`src/rtl/press_decoder_pkg.sv`:
```
// press_decoder_pkg: shared state encoding, default timing constants
// and counter-width helper for the push-button gesture decoder.
package press_decoder_pkg;

  typedef enum logic [2:0] {
    S_IDLE        = 3'd0,
    S_PRESSED     = 3'd1,
    S_LONG_HELD   = 3'd2,
    S_WAIT_SECOND = 3'd3,
    S_PRESSED2    = 3'd4
  } state_t;

  localparam int DEF_LONG_CYCLES   = 25_000_000;
  localparam int DEF_REPEAT_CYCLES = 5_000_000;
  localparam int DEF_GAP_CYCLES    = 12_500_000;

  // One bit above clog2 of the largest count, so the saturating
  // counter never sits at all-ones while a compare is pending.
  function automatic int cnt_w(
    input int a,
    input int b,
    input int c
  );
    int m;
    m = a;
    if (b > m) m = b;
    if (c > m) m = c;
    return $clog2(m) + 1;
  endfunction

endpackage

```
`src/rtl/press_timer.sv`:
```
// press_timer: saturating up-counter, cleared on request, with a
// terminal-count compare against a per-state limit.
module press_timer #(
  parameter int CNT_W = 26
) (
  input  logic             clk,
  input  logic             reset,
  input  logic             enable,
  input  logic             clear,
  input  logic [CNT_W-1:0] limit,
  output logic             hit
);

  logic [CNT_W-1:0] count;

  // Count while enabled; clear on request; stop at all-ones.
  always_ff @(posedge clk or posedge reset) begin
    if (reset) begin
      count <= '0;
    end else if (clear || !enable) begin
      count <= '0;
    end else if (count != '1) begin
      count <= count + 1'b1;
    end
  end

  assign hit = enable && (count == limit);

endmodule

```
`src/rtl/press_decoder.sv`:
```
// press_decoder: classifies debounced button strobes into short,
// long, repeat and (with PRESS_DECODER_DOUBLE_PRESS_EN) double presses.
module press_decoder
  import press_decoder_pkg::*;
#(
  parameter int LONG_CYCLES   = DEF_LONG_CYCLES,
  parameter int REPEAT_CYCLES = DEF_REPEAT_CYCLES,
  parameter int GAP_CYCLES    = DEF_GAP_CYCLES,
  parameter int CNT_W         = cnt_w(DEF_LONG_CYCLES,
                                      DEF_REPEAT_CYCLES,
                                      DEF_GAP_CYCLES)
) (
  input  logic clk,
  input  logic reset,
  input  logic button_down,
  input  logic button_up,
  output logic short_press,
  output logic long_press,
  output logic repeat_tick,
  output logic double_press,
  output logic held
);

  // Compare values account for the registered outputs: the decision
  // is taken one cycle before the pulse becomes visible. PRESSED and
  // WAIT_SECOND start counting one cycle after the strobe, LONG_HELD
  // starts counting on the long_press cycle itself.
  localparam logic [CNT_W-1:0] LONG_LIM = CNT_W'(LONG_CYCLES - 2);
  localparam logic [CNT_W-1:0] REP_LIM  = CNT_W'(REPEAT_CYCLES - 1);
  localparam logic [CNT_W-1:0] GAP_LIM  = CNT_W'(GAP_CYCLES - 2);

  state_t state;
  state_t next_state;

  logic             dn;
  logic             up;
  logic             hit;
  logic             clear;
  logic             enable;
  logic [CNT_W-1:0] limit;

  logic short_n;
  logic long_n;
  logic rep_n;
  logic dbl_n;
  logic held_n;

  // Simultaneous down and up cancel each other out.
  assign dn = button_down & ~button_up;
  assign up = button_up & ~button_down;

  assign enable = (state != S_IDLE);
  assign clear  = (next_state != state) || rep_n;

  // Select the terminal count that matters in the current state.
  always_comb begin
    limit = GAP_LIM;
    case (state)
      S_PRESSED:   limit = LONG_LIM;
      S_LONG_HELD: limit = REP_LIM;
      default:     limit = GAP_LIM;
    endcase
  end

  press_timer #(
    .CNT_W (CNT_W)
  ) u_timer (
    .clk    (clk),
    .reset  (reset),
    .enable (enable),
    .clear  (clear),
    .limit  (limit),
    .hit    (hit)
  );

  // State register.
  always_ff @(posedge clk or posedge reset) begin
    if (reset) begin
      state <= S_IDLE;
    end else begin
      state <= next_state;
    end
  end

  // Next-state decode; a release always wins over a timer hit.
  always_comb begin
    next_state = state;
    case (state)
      S_IDLE: begin
        if (dn) next_state = S_PRESSED;
      end
      S_PRESSED: begin
        if (up) begin
`ifdef PRESS_DECODER_DOUBLE_PRESS_EN
          next_state = S_WAIT_SECOND;
`else
          next_state = S_IDLE;
`endif
        end else if (hit) begin
          next_state = S_LONG_HELD;
        end
      end
      S_LONG_HELD: begin
        if (up) next_state = S_IDLE;
      end
`ifdef PRESS_DECODER_DOUBLE_PRESS_EN
      S_WAIT_SECOND: begin
        if (dn) next_state = S_PRESSED2;
        else if (hit) next_state = S_IDLE;
      end
      S_PRESSED2: begin
        if (up) next_state = S_IDLE;
      end
`endif
      default: next_state = S_IDLE;
    endcase
  end

  // Event decode for the following cycle.
  always_comb begin
    short_n = 1'b0;
    long_n  = 1'b0;
    rep_n   = 1'b0;
    dbl_n   = 1'b0;
    case (state)
      S_PRESSED: begin
`ifndef PRESS_DECODER_DOUBLE_PRESS_EN
        short_n = up;
`endif
        long_n = !up && hit;
      end
      S_LONG_HELD: begin
        rep_n = !up && hit;
      end
`ifdef PRESS_DECODER_DOUBLE_PRESS_EN
      S_WAIT_SECOND: begin
        short_n = !dn && hit;
      end
      S_PRESSED2: begin
        dbl_n = up;
      end
`endif
      default: ;
    endcase
    held_n = (next_state == S_PRESSED) ||
             (next_state == S_LONG_HELD) ||
             (next_state == S_PRESSED2);
  end

  // Registered outputs.
  always_ff @(posedge clk or posedge reset) begin
    if (reset) begin
      short_press  <= 1'b0;
      long_press   <= 1'b0;
      repeat_tick  <= 1'b0;
      double_press <= 1'b0;
      held         <= 1'b0;
    end else begin
      short_press  <= short_n;
      long_press   <= long_n;
      repeat_tick  <= rep_n;
      double_press <= dbl_n;
      held         <= held_n;
    end
  end

endmodule

```
`config.mk`:
```
export PLATFORM = sky130hd
export DESIGN_NAME = press_decoder
export DESIGN_NICKNAME = d
export VERILOG_FILES = /design/src/rtl/press_decoder_pkg.sv /design/src/rtl/press_timer.sv /design/src/rtl/press_decoder.sv
export SDC_FILE = /design/constraint.sdc
export NUM_CORES = 1
export LEC_CHECK = 0
export ABC_AREA = 1
export CELL_PAD_IN_SITES_DETAIL_PLACEMENT = 1
export CELL_PAD_IN_SITES_GLOBAL_PLACEMENT = 2
export CORE_UTILIZATION = 36
export CTS_CLUSTER_DIAMETER = 120
export DETAILED_ROUTE_END_ITERATION = 16
export PLACE_DENSITY = 0.79
export SLEW_MARGIN = 20
export SYNTH_ARGS = -nofsm -noshare
export SYNTH_HDL_FRONTEND = slang
export SYNTH_SLANG_ARGS = --single-unit
```
`constraint.sdc`:
```
create_clock -name clk -period 2.3 [get_ports clk]
set_input_delay 0.23 -clock clk [delete_from_list [all_inputs] [get_ports clk]]
set_output_delay 0.23 -clock clk [all_outputs]
set_load 0.03 [all_outputs]
```
==> flow_summary.json <==
{
  "dpl.hpwl_um": 4510,
  "cts-buffers-inserted": 5,
  "post_route_cells_drive_above_1_share_pct": 19.2,
  "yosysWarnings": 0,
  "p_sw_uw": 283,
  "p_sw_share_pct": 25.0,
  "vias": 1923,
  "routed_wl_um": 5990,
  "io_buffers": 7,
  "max_stage_delay_ns": 0.41,
  "peakVddDrop_mv": 0.285,
  "finalCritPeriodShare_pct": 89.6,
  "first_global_vias": 2046,
  "gp_congestion": 0.821,
  "cp-end-kind": "flip-flop",
  "final_hold_viol_count": 0,
  "firstDrtPassIters": 4,
  "rr_worst_depth": 9,
  "synth_area_per_cell_sq_um": 7.78,
  "nNetsFinal": 317,
  "synth_cells": 301,
  "powerDensity_nw_per_um2": 442,
  "synth-seq-cells": 33,
  "cts_buffer_depth": 2,
  "synth.most_common_cell": "nand2_1",
  "met1Wirelength_um": 3000,
  "fill_cells": 808,
  "met2_length_um": 2890,
  "grt_pass1_wl_um": 10100,
  "die_h_um": 82.7,
  "power_frac_clock_pct": 39.6,
  "cp.required_ns": 2.45,
  "fp.dieW_um": 82.7,
  "critPathArrivalTime_ns": 2.21,
  "core-area_sq_um": 6310,
  "r2r-start": "u_timer.count[19]",
  "cp_slowest_cell": "dfrtp_1",
  "die_area_sq_um": 6830,
  "ant_nets": 0,
  "io_pins": 9,
  "ys_top_cells_by_area": "dfrtp_1, nand2_1, nor3_2, nor2_1, inv_1",
  "clk_latency_ns": 0.28,
  "cts_root_buf": "clkbuf_8",
  "synth_edf_count": 0,
  "antenna_cells": 0,
  "met3_length_um": 63,
  "ys.flop_type": "dfrtp_1",
  "crit_type": "reg2reg",
  "clock_sinks": 33,
  "cts_tree": "built",
  "hp-class": "in2async",
  "max_freq_mhz": 485,
  "clk_pin_slew_ns": 0.07,
  "seq_area_frac_synth_pct": 35.3,
  "p_leak_uw": 0.00105,
  "antenna_found_initial": 0,
  "yosysTopAreaCellShare_pct": 35.3,
  "finalClockSkew_ns": 0.00482,
  "power_frac_seq_pct": 52.2,
  "cts_setup_buffers": 0,
  "synth_cell_types": 35,
  "crit_fanout": 26,
  "fin_tns_setup_ns": 0,
  "start_util_pct": 37.1,
  "cp_num_buf_inv": 1,
  "min_period_ns": 2.06,
  "path_delay_family": "simple AND/OR/NAND/NOR gates",
  "area_growth_pct": 9.40,
  "yosys.area.top_type": "dfrtp_1",
  "viasPerCell": 4.94,
  "rrSetupSlack_ns": 0.24,
  "wire_per_inst_um": 15.4,
  "yosys-top-cells-count": "nand2_1, nor2_1, inv_1",
  "cp_cell_sequence": "nand2_1 -> inv_1 -> nand3b_1 -> nor2_1 -> nand3_4 -> o21bai_4 -> nand3_2 -> nand2_4 -> nor3_1",
  "rsz0062_at_grt": "no",
  "htreeDepth": 2,
  "grtUsageTotal_pct": 20.0,
  "top_layer_used": "met4",
  "p_int_uw": 850,
  "setup_violations": 0,
  "grt.overflow.total": 0,
  "comb_power_share_pct": 8.2,
  "final_max_slew_viol_count": 0,
  "worst_setup_path_start_kind": "flip-flop",
  "synth_area_sq_um": 2340,
  "fin_util_pct": 40.6,
  "postCtsHoldBufs": 0,
  "reg2reg_to": "u_timer.count[23]",
  "async_flop_share_pct": 100,
  "max_cap_viol_count": 0,
  "grt_max_degree": 34,
  "num_rows": 29,
  "drt_iter0_drc": 83,
  "status": "finished clean",
  "post-route-drc-count": 0
}
area by class of cell:
cell class,count,area (sq um),share of cell area (%)
multi-input cells,222,1300,50.7
flip-flops and latches,33,826,32.2
inverters,40,150,5.86
repair buffers,10,105,4.10
well taps,77,96.3,3.76
clock buffers,7,86.3,3.37
logic make-up after synthesis:
logic type / count (synthesis) / share of synthesized area (%)
buffers and inverters: 47 / 9.78
XOR/XNOR: 13 / 4.86
AND/OR/NAND/NOR: 189 / 44.3
flip-flops: 33 / 35.3
other: 1 / 0.160
AO/OA/AOI/OAI: 17 / 5.08
adder cells (fa/ha/maj): 1 / 0.534
repair_timing:
| action | in CTS | in global routing |
|---|---|---|
| setup endpoints to repair | 0 | 3 |
| hold endpoints to repair | 0 | 0 |
| gates resized for setup | 0 | 2 |
routing by layer:
| metal | vias up | GRT usage [%] |
|---|---|---|
| li1 | 979 | - |
| met1 | 933 | 27.1 |
| met2 | 9 | 33.5 |
| met3 | 2 | 2.64 |
| met4 | 0 | 4.66 |
| met5 | - | 0 |
power groups by stage:
stage               combinational, uW  sequential, uW  clock [uW]
global placement                 93.9             603           0
floorplan                        77.2             605           0
global route                      106             593         474
finish                           93.0             592         449
CTS                              95.2             592         460
detailed placement               94.8             603           0
flip-flops by register name, summed over array words and instances (netlist names):
| name | count |
|---|---|
| long_press | 1 |
| u_timer.count | 26 |
| repeat_tick | 1 |
| short_press | 1 |
| held | 1 |
| state | 3 |
metrics by stage:
stage               cell area, sq um  setup slack (ns)  power [uW]  instances  hold WS, ns
finish                          2560             0.240        1130        389        0.354
global route                    2560            0.0702        1170        389        0.420
CTS                             2550            0.0529        1150        389        0.380
detailed placement              2470            0.0801         698        382        0.639
global placement                2470             0.118         697        382        0.622
floorplan                       2350             0.608         682        302        0.359
worst reg2reg max path, delay by kind of cell, from the launching register on:
family	cells	cell delay (ns)
flip-flops	1	0.41
buffers and inverters	1	0.14
AO/OA/AOI/OAI	1	0.18
AND/OR/NAND/NOR	7	1.20
cell usage in the layout, fill, tap and decap left out, types with 2 or more instances in the layout:
master and count:
buf_4 2, clkbuf_8 6, clkdlybuf4s50_1 7, conb_1 2
dfrtp_1 33, inv_1 36, inv_2 4, nand2_1 60
nand2_2 6, nand2_4 4, nand3_1 20, nand3_2 3
nand3_4 2, nand3b_1 3, nand4_1 6, nor2_1 38
nor2_2 5, nor2_4 2, nor3_1 16, nor3_2 20
o21ai_0 10, o21ai_1 2, xor2_1 12
worst max-delay path by stage:
stage	from	to	slack, ns	cells after the start
2_1_floorplan	u_timer.count[0]	u_timer.count[14]	0.61	12
3_3_place_gp	u_timer.count[0]	u_timer.count[14]	0.12	12
3_5_place_dp	u_timer.count[0]	u_timer.count[14]	0.08	12
4_1_cts	u_timer.count[0]	u_timer.count[14]	0.05	12
5_1_grt	u_timer.count[0]	u_timer.count[14]	0.07	12
6_report	u_timer.count[19]	u_timer.count[23]	0.24	9
No activity file was read; power rests on OpenSTA's default activity.
